File: config.mk
export PLATFORM = sky130hd
export DESIGN_NAME = matmul_tile_sequencer
export DESIGN_NICKNAME = d
export VERILOG_FILES = /design/src/rtl/matmul_tile_sequencer.sv
export SDC_FILE = /design/constraint.sdc
export NUM_CORES = 1
export LEC_CHECK = 0
export ABC_CLOCK_PERIOD_IN_PS = 2400
export CORE_MARGIN = 2
export CORE_UTILIZATION = 35
export CTS_CLUSTER_DIAMETER = 40
export CTS_CLUSTER_SIZE = 14
export DETAILED_ROUTE_END_ITERATION = 12
export HOLD_SLACK_MARGIN = 0.12
export SLEW_MARGIN = 20
export SYNTH_ARGS = -nofsm -noshare
export SYNTH_HDL_FRONTEND = slang
export SYNTH_SLANG_ARGS = --single-unit
File: constraint.sdc
create_clock -name clk -period 2.4 [get_ports clk]
set_clock_uncertainty 0.15 [all_clocks]
set_input_delay 0.48 -clock clk [delete_from_list [all_inputs] [get_ports clk]]
set_output_delay 0.48 -clock clk [all_outputs]
set_load 0.05 [all_outputs]
File: src/rtl/matmul_tile_sequencer.sv
// matmul_tile_sequencer
// Address/control sequencer for a tiled C = A x B datapath. A (ROWS x INNER)
// and B (INNER x COLS) sit in slice-packed memories, one word = N elements.
// The loop nest is i (A row-slice), j (B column-slice), k (inner index), with k
// innermost. Each beat carries the A/B word addresses, accumulator markers and
// the tile indices of the tile being built.
//
// Ports:
//   clk        rising-edge clock
//   rst        asynchronous active-low reset
//   start      command pulse, accepted only in IDLE
//   busy       high while a command is running
//   done       one-cycle pulse after the last beat is accepted
//   rd_valid   address beat valid
//   rd_ready   downstream accepts the beat
//   rd_addr_A  A word address = i*INNER + k
//   rd_addr_B  B word address = j*INNER + k
//   acc_clr    beat is k == 0
//   acc_last   beat is k == INNER-1
//   tile_row   current i
//   tile_col   current j
//   state_dbg  FSM state (0 = IDLE, 1 = RUN, 2 = DONE)
//
// Handshake: a beat transfers on a rising edge where rd_valid && rd_ready.
// Once rd_valid is high, the beat (addresses, markers, tile indices) stays
// unchanged until it transfers; rd_valid never drops without a transfer,
// except on reset.
module matmul_tile_sequencer #(
    parameter int N     = 3,
    parameter int ROWS  = 6,
    parameter int INNER = 6,
    parameter int COLS  = 6,
    localparam int RS = ROWS / N,
    localparam int CS = COLS / N,
    localparam int AW = (RS * INNER > 1) ? $clog2(RS * INNER) : 1,
    localparam int BW = (CS * INNER > 1) ? $clog2(CS * INNER) : 1,
    localparam int IW = (RS > 1) ? $clog2(RS) : 1,
    localparam int JW = (CS > 1) ? $clog2(CS) : 1
) (
    input  logic          clk,
    input  logic          rst,
    input  logic          start,
    output logic          busy,
    output logic          done,
    output logic          rd_valid,
    input  logic          rd_ready,
    output logic [AW-1:0] rd_addr_A,
    output logic [BW-1:0] rd_addr_B,
    output logic          acc_clr,
    output logic          acc_last,
    output logic [IW-1:0] tile_row,
    output logic [JW-1:0] tile_col,
    output logic [1:0]    state_dbg
);

    localparam int KW = (INNER > 1) ? $clog2(INNER) : 1;

    localparam logic [KW-1:0] K_LAST = KW'(INNER - 1);
    localparam logic [IW-1:0] I_LAST = IW'(RS - 1);
    localparam logic [JW-1:0] J_LAST = JW'(CS - 1);
    localparam logic [AW-1:0] A_STEP = AW'(INNER);
    localparam logic [BW-1:0] B_STEP = BW'(INNER);

    typedef enum logic [1:0] {
        S_IDLE = 2'd0,
        S_RUN  = 2'd1,
        S_DONE = 2'd2
    } state_t;

    state_t        state;
    logic [KW-1:0] k;
    logic [AW-1:0] base_a;
    logic [BW-1:0] base_b;

    logic          k_last, j_last, i_last, end_of_cmd;
    logic [KW-1:0] k_nxt;
    logic [IW-1:0] i_nxt;
    logic [JW-1:0] j_nxt;
    logic [AW-1:0] base_a_nxt;
    logic [BW-1:0] base_b_nxt;

    assign state_dbg = state;

    // Counter values after the current beat transfers. tile_row/tile_col
    // double as the i/j counters; the bases replace i*INNER and j*INNER so
    // the address path is a single adder.
    always_comb begin
        k_last     = (k == K_LAST);
        j_last     = (tile_col == J_LAST);
        i_last     = (tile_row == I_LAST);
        end_of_cmd = k_last && j_last && i_last;
        k_nxt      = k_last ? '0 : k + KW'(1);
        j_nxt      = tile_col;
        i_nxt      = tile_row;
        base_a_nxt = base_a;
        base_b_nxt = base_b;
        if (k_last) begin
            if (j_last) begin
                j_nxt      = '0;
                base_b_nxt = '0;
                i_nxt      = tile_row + IW'(1);
                base_a_nxt = base_a + A_STEP;
            end else begin
                j_nxt      = tile_col + JW'(1);
                base_b_nxt = base_b + B_STEP;
            end
        end
    end

    always_ff @(posedge clk or negedge rst) begin
        if (!rst) begin
            state     <= S_IDLE;
            k         <= '0;
            base_a    <= '0;
            base_b    <= '0;
            busy      <= 1'b0;
            done      <= 1'b0;
            rd_valid  <= 1'b0;
            rd_addr_A <= '0;
            rd_addr_B <= '0;
            acc_clr   <= 1'b0;
            acc_last  <= 1'b0;
            tile_row  <= '0;
            tile_col  <= '0;
        end else begin
            done <= 1'b0;
            case (state)
                S_IDLE: begin
                    if (start) begin
                        state     <= S_RUN;
                        busy      <= 1'b1;
                        rd_valid  <= 1'b1;
                        k         <= '0;
                        base_a    <= '0;
                        base_b    <= '0;
                        tile_row  <= '0;
                        tile_col  <= '0;
                        rd_addr_A <= '0;
                        rd_addr_B <= '0;
                        acc_clr   <= 1'b1;
                        acc_last  <= (INNER == 1);
                    end
                end
                S_RUN: begin
                    if (rd_ready) begin
                        if (end_of_cmd) begin
                            state    <= S_DONE;
                            busy     <= 1'b0;
                            rd_valid <= 1'b0;
                            done     <= 1'b1;
                        end else begin
                            k         <= k_nxt;
                            base_a    <= base_a_nxt;
                            base_b    <= base_b_nxt;
                            tile_row  <= i_nxt;
                            tile_col  <= j_nxt;
                            rd_addr_A <= base_a_nxt + AW'(k_nxt);
                            rd_addr_B <= base_b_nxt + BW'(k_nxt);
                            acc_clr   <= (k_nxt == '0);
                            acc_last  <= (k_nxt == K_LAST);
                        end
                    end
                end
                S_DONE: begin
                    // start seen here is dropped, not remembered
                    state <= S_IDLE;
                end
                default: begin
                    state <= S_IDLE;
                end
            endcase
        end
    end

endmodule

After elaboration in Yosys (flattened, before gate mapping) --
Index checks and enable logic that the tools add are counted.
Word-level totals: flip-flop bits (word level) 27, output and inout bits 17
Operators by class: add/sub/neg operators 7, equality and inequality tests 9, mux-type cells 50, reduce and logical (&&, ||, !) cells 10
Operators by type and width (count):
- $mux 4 | 13
- $pmux 4 s2 | 4
- $mux 1 | 19
- $mux 3 | 4
- $ne 2x2->1 const B | 6
- $pmux 1 s2 | 5
- $add 4x3->4 | 2
- $add 4x3->4 const B | 2
- $reduce_and 4->1 | 2
- $eq 3x3->1 const B | 2
- $mux 2 | 3
- $pmux 3 s2 | 1
- $reduce_and 6->1 | 1
- $reduce_and 5->1 | 1
- $pmux 2 s2 | 1
- $add 3x1->3 const B | 1
- $logic_not 3->1 | 1
- $reduce_and 3->1 | 1
- $add 1x1->1 const B | 2
- $eq 2x1->1 const B | 1
- $logic_and 1x1->1 | 2
- $logic_not 2->1 | 1
- $reduce_bool 2->1 | 1

Depth between registers and ports, before layout --
depth after elaboration 7, gate-level depth with buffers 10

Worst setup path before layout --
OpenSTA, ideal clock, no wires.
path type register -> register, start point reg tile_col, end point reg rd_addr_B[3], arrival time 2.003 ns, setup slack 0.126 ns, cell stages (with the launch flop) 8, path through dfrtp_1 nand4b_2 and2_1 ha_1 and2_1 a311oi_2 xnor2_1 a22o_1
On the way: cells in the longest elaborated chain, start to end 6
Ends and longest elaborated chain:
- from (decl) | RTL line 52 | output logic [JW-1:0] tile_col,
- from (signal assigned) | RTL line 156 | tile_col <= j_nxt;
- $mux 4 | RTL line 98 | if (j_last) begin
- $mux 4 | RTL line 97 | if (k_last) begin
- $add 4x3->4 | RTL line 158 | rd_addr_B <= base_b_nxt + BW'(k_nxt);
- $mux 4 | RTL line 146 | if (end_of_cmd) begin
- $mux 4 | RTL line 145 | if (rd_ready) begin
- $pmux 4 s2 | RTL line 127 | case (state)
- to (signal assigned) | RTL line 158
- to (decl) | RTL line 48 | output logic [BW-1:0] rd_addr_B,
Parallel ways exist; a longest one is shown, timed or not. The select of a mux whose other input is x is not followed. A chain may end at the register's enable or synchronous reset.

Worst setup path in the final report --
start point reg base_b[1], end point reg rd_addr_B[3]
On the way: cells in the longest elaborated chain, start to end 7
Ends and longest elaborated chain:
- from (decl) | RTL line 73 | logic [BW-1:0] base_b;
- from (signal assigned) | RTL line 154 | base_b <= base_b_nxt;
- $add 4x3->4 | RTL line 105 | base_b_nxt = base_b + B_STEP;
- $mux 4 | RTL line 98
- $mux 4 * | RTL line 97
- $add 4x3->4 * | RTL line 158
- $mux 4 * | RTL line 146
- $mux 4 * | RTL line 145
- $pmux 4 s2 * | RTL line 127
Every way passes the cells marked *; elsewhere a longest branch is shown, timed or not. The select of a mux whose other input is x is not followed.

==> flow_summary.ini <==
[pwr]
power.leakage_nw = 0.798
p_per_area_nw_per_um2 = 980
peakVddDrop_mv = 0.439

[worst_setup_path]
critPathMaxFanout = 3
path_buf_inv = 1
path_cells = inv_1 > ha_4 > o31ai_4 > ha_1 > nand2_1 > a21oi_1 > a311oi_2 > xnor2_1 > a22o_1
critPathRequiredTime_ps = 2420
cp_data_arrival_time_ps = 2300
cp_top_family = compound AO/OA/AOI/OAI gates
endpoint_kind = register
slowest_stage = dfrtp_1
crit_path_max_incr_delay_ps = 400
critPathKind = reg2reg
startpoint_type = register

[synth]
ys_seq_area_share_pct = 44.6
syn_avg_cell_area_um2 = 9.53
synth_area_leader_cell = dfrtp_1
synthTopCellsByArea = dfrtp_1, ha_1, nand2_1, o21ai_1, a21oi_1
async_flop_share_pct = 100
synth_warnings = 0
ys_ff_latch = 25
ys_types = 37
synth-main-ff-cell = dfrtp_1
syn_nets = 158
ys_top_cells_by_count = dfrtp_1, nand2_1, o21ai_1, inv_1
yosysMostFrequentCell = dfrtp_1
synth_top_area_share_pct = 44.6
syn_inst = 147
synthesis.area_um2 = 1400
synth-edff-count = 0

[detailed_routing]
wl_um = 2980
dr.pass1.iters = 4
vias_per_cell = 4.94
drcViolationCount = 0
ant_nets = 0
drtIter0Drc = 32
wl_per_cell_um = 13.4
via_count = 1101

[clock_network]
h-tree-depth = 1
cts_tree = done
ctsLongestPathBuffers = 2
cts_hold_buf = 0
cts_root_buf = clkbuf_8
cts-buffers-inserted = 3
cts.sinks = 25
clock_latency_ps = 270
path_clk_slew_ps = 90

[floorplan]
chipHeight_um = 67.3
initial_core_util_pct = 37.4
fp-row-count = 22
dieArea_um2 = 4530
core_um2 = 3740
die_w_um = 67.3
pin_count = 21

[grt]
grt_pass1_wl_um = 4930
antenna_found_initial = 0
grt_usage_pct = 14.6
grt_max_degree = 26
first_global_vias = 1066
overflow = 0

[placed_design]
gp_congestion = 0.879
io_buffers = 20
hpwl_um = 2210

[timing]
hold_ws_ps = 323
hold_viol_final = 0
min_period_ps = 2280
setup_viol = 0
fmax_ghz = 0.439
worst_pin_slew_ps = 541
fin_crit_sh_pct = 95.0
final_max_slew_viol_count = 0
fin_tns_setup_ps = 0
slew_headroom_pct = 63.7
rsz0062_at_grt = false

[final_layout]
fin_nets = 187
drive_above_1_share_pct = 14.3
final_util_pct = 46.9
antennaDiodeCount = 0
fill_cells = 390
syn_to_final_growth_pct = 25.4

[status]
outcome = complete, no violations

[run]
drv_cap = 0

[worst_hold_path]
hold_class = reg2reg
==> kinds of logic after synthesis <==
group / count (synthesis) / share of synthesized area, %
XOR/XNOR: 6 / 3.75
adder cells (fa/ha/maj): 7 / 6.25
buffers and inverters: 17 / 6.87
other: 1 / 0.268
multiplexers: 2 / 1.43
AO/OA/AOI/OAI: 42 / 20.3
AND/OR/NAND/NOR: 47 / 16.5
flip-flops: 25 / 44.6
==> sequential cells by signal (all words and copies together), names as in the netlist, 2 cells and up <==
signal,count
base_b,4
rd_addr_B,4
base_a,3
k,3
rd_addr_A,3
state_dbg,2
==> area by class of cell <==
type | instances | area [µm²] | area share, %
timing repair buffer | 31 | 280 | 16.0
inverter | 10 | 37.5 | 2.14
sequential | 25 | 628 | 35.8
tap | 48 | 60.1 | 3.42
clock buffer | 4 | 45.0 | 2.56
multi-input combinational | 105 | 706 | 40.2
==> metal layers <==
| metal | global-route usage, % | part of all wire [%] | vias up |
|---|---|---|---|
| met4 | 5.36 | 1.5 | 0 |
| li1 | - | - | 562 |
| met1 | 19.4 | 50 | 514 |
| met3 | 2.33 | 3.5 | 5 |
| met5 | 0 | 0 | - |
| met2 | 23.9 | 45 | 20 |
==> path summary, 6_finish.rpt <==
path / end / slack (ps) / cells past startpoint / from
setup / recovery: rd_addr_B[3] / 120 / 9 / base_b[1]
hold / removal: rd_addr_A[1] / 320 / 2 / rd_addr_A[1]
setup reg to reg: rd_addr_B[3] / 120 / 9 / base_b[1]
hold reg to reg: rd_addr_A[1] / 320 / 2 / rd_addr_A[1]
max in group asynchronous: k[2] / 1420 / 2 / rst
min in group asynchronous: acc_last / 420 / 2 / rst
==> layout by cell type, fill, tap and decap left out, types with 6 or more instances in the layout <==
| cell type | instances |
|---|---|
| clkdlybuf4s50_1 | 19 |
| buf_4 | 12 |
| nor2_1 | 8 |
| ha_1 | 6 |
| nand2_1 | 20 |
| inv_1 | 10 |
| o21ai_1 | 11 |
| o21ai_0 | 6 |
| a21oi_1 | 8 |
| nand3_1 | 6 |
| dfrtp_1 | 23 |
==> worst reg2reg max path, stage by stage (launching register included) <==
cell and delay, ps:
dfrtp_1 400, inv_1 130, ha_4 230, o31ai_4 240, ha_1 290, nand2_1 90
a21oi_1 50, a311oi_2 300, xnor2_1 120, a22o_1 180
==> timing repair <==
item	CTS	global route
endpoints found under the setup margin	1	1
pin swaps	0	2
resized for setup	1	4
buffers inserted	0	1
==> through the flow <==
stage | setup slack, ps | area, µm² | instances | total power, W
3_3_place_gp | 135 | 1680 | 218 | 0.00139
5_1_grt | 1.47 | 1760 | 223 | 0.00184
6_report | 120 | 1760 | 223 | 0.00172
4_1_cts | 54.1 | 1730 | 222 | 0.00167
2_1_floorplan | 126 | 1400 | 147 | 0.00118
3_5_place_dp | 6.99 | 1680 | 218 | 0.00141
==> where the power goes <==
group / switching [W] / total [W] / internal (W)
logic: 0.000514 / 0.000866 / 0.000352
registers: 0.0000835 / 0.000604 / 0.000520
clock network: 0.000132 / 0.000251 / 0.000119
Note: power is estimated with default switching activity, not from simulation.
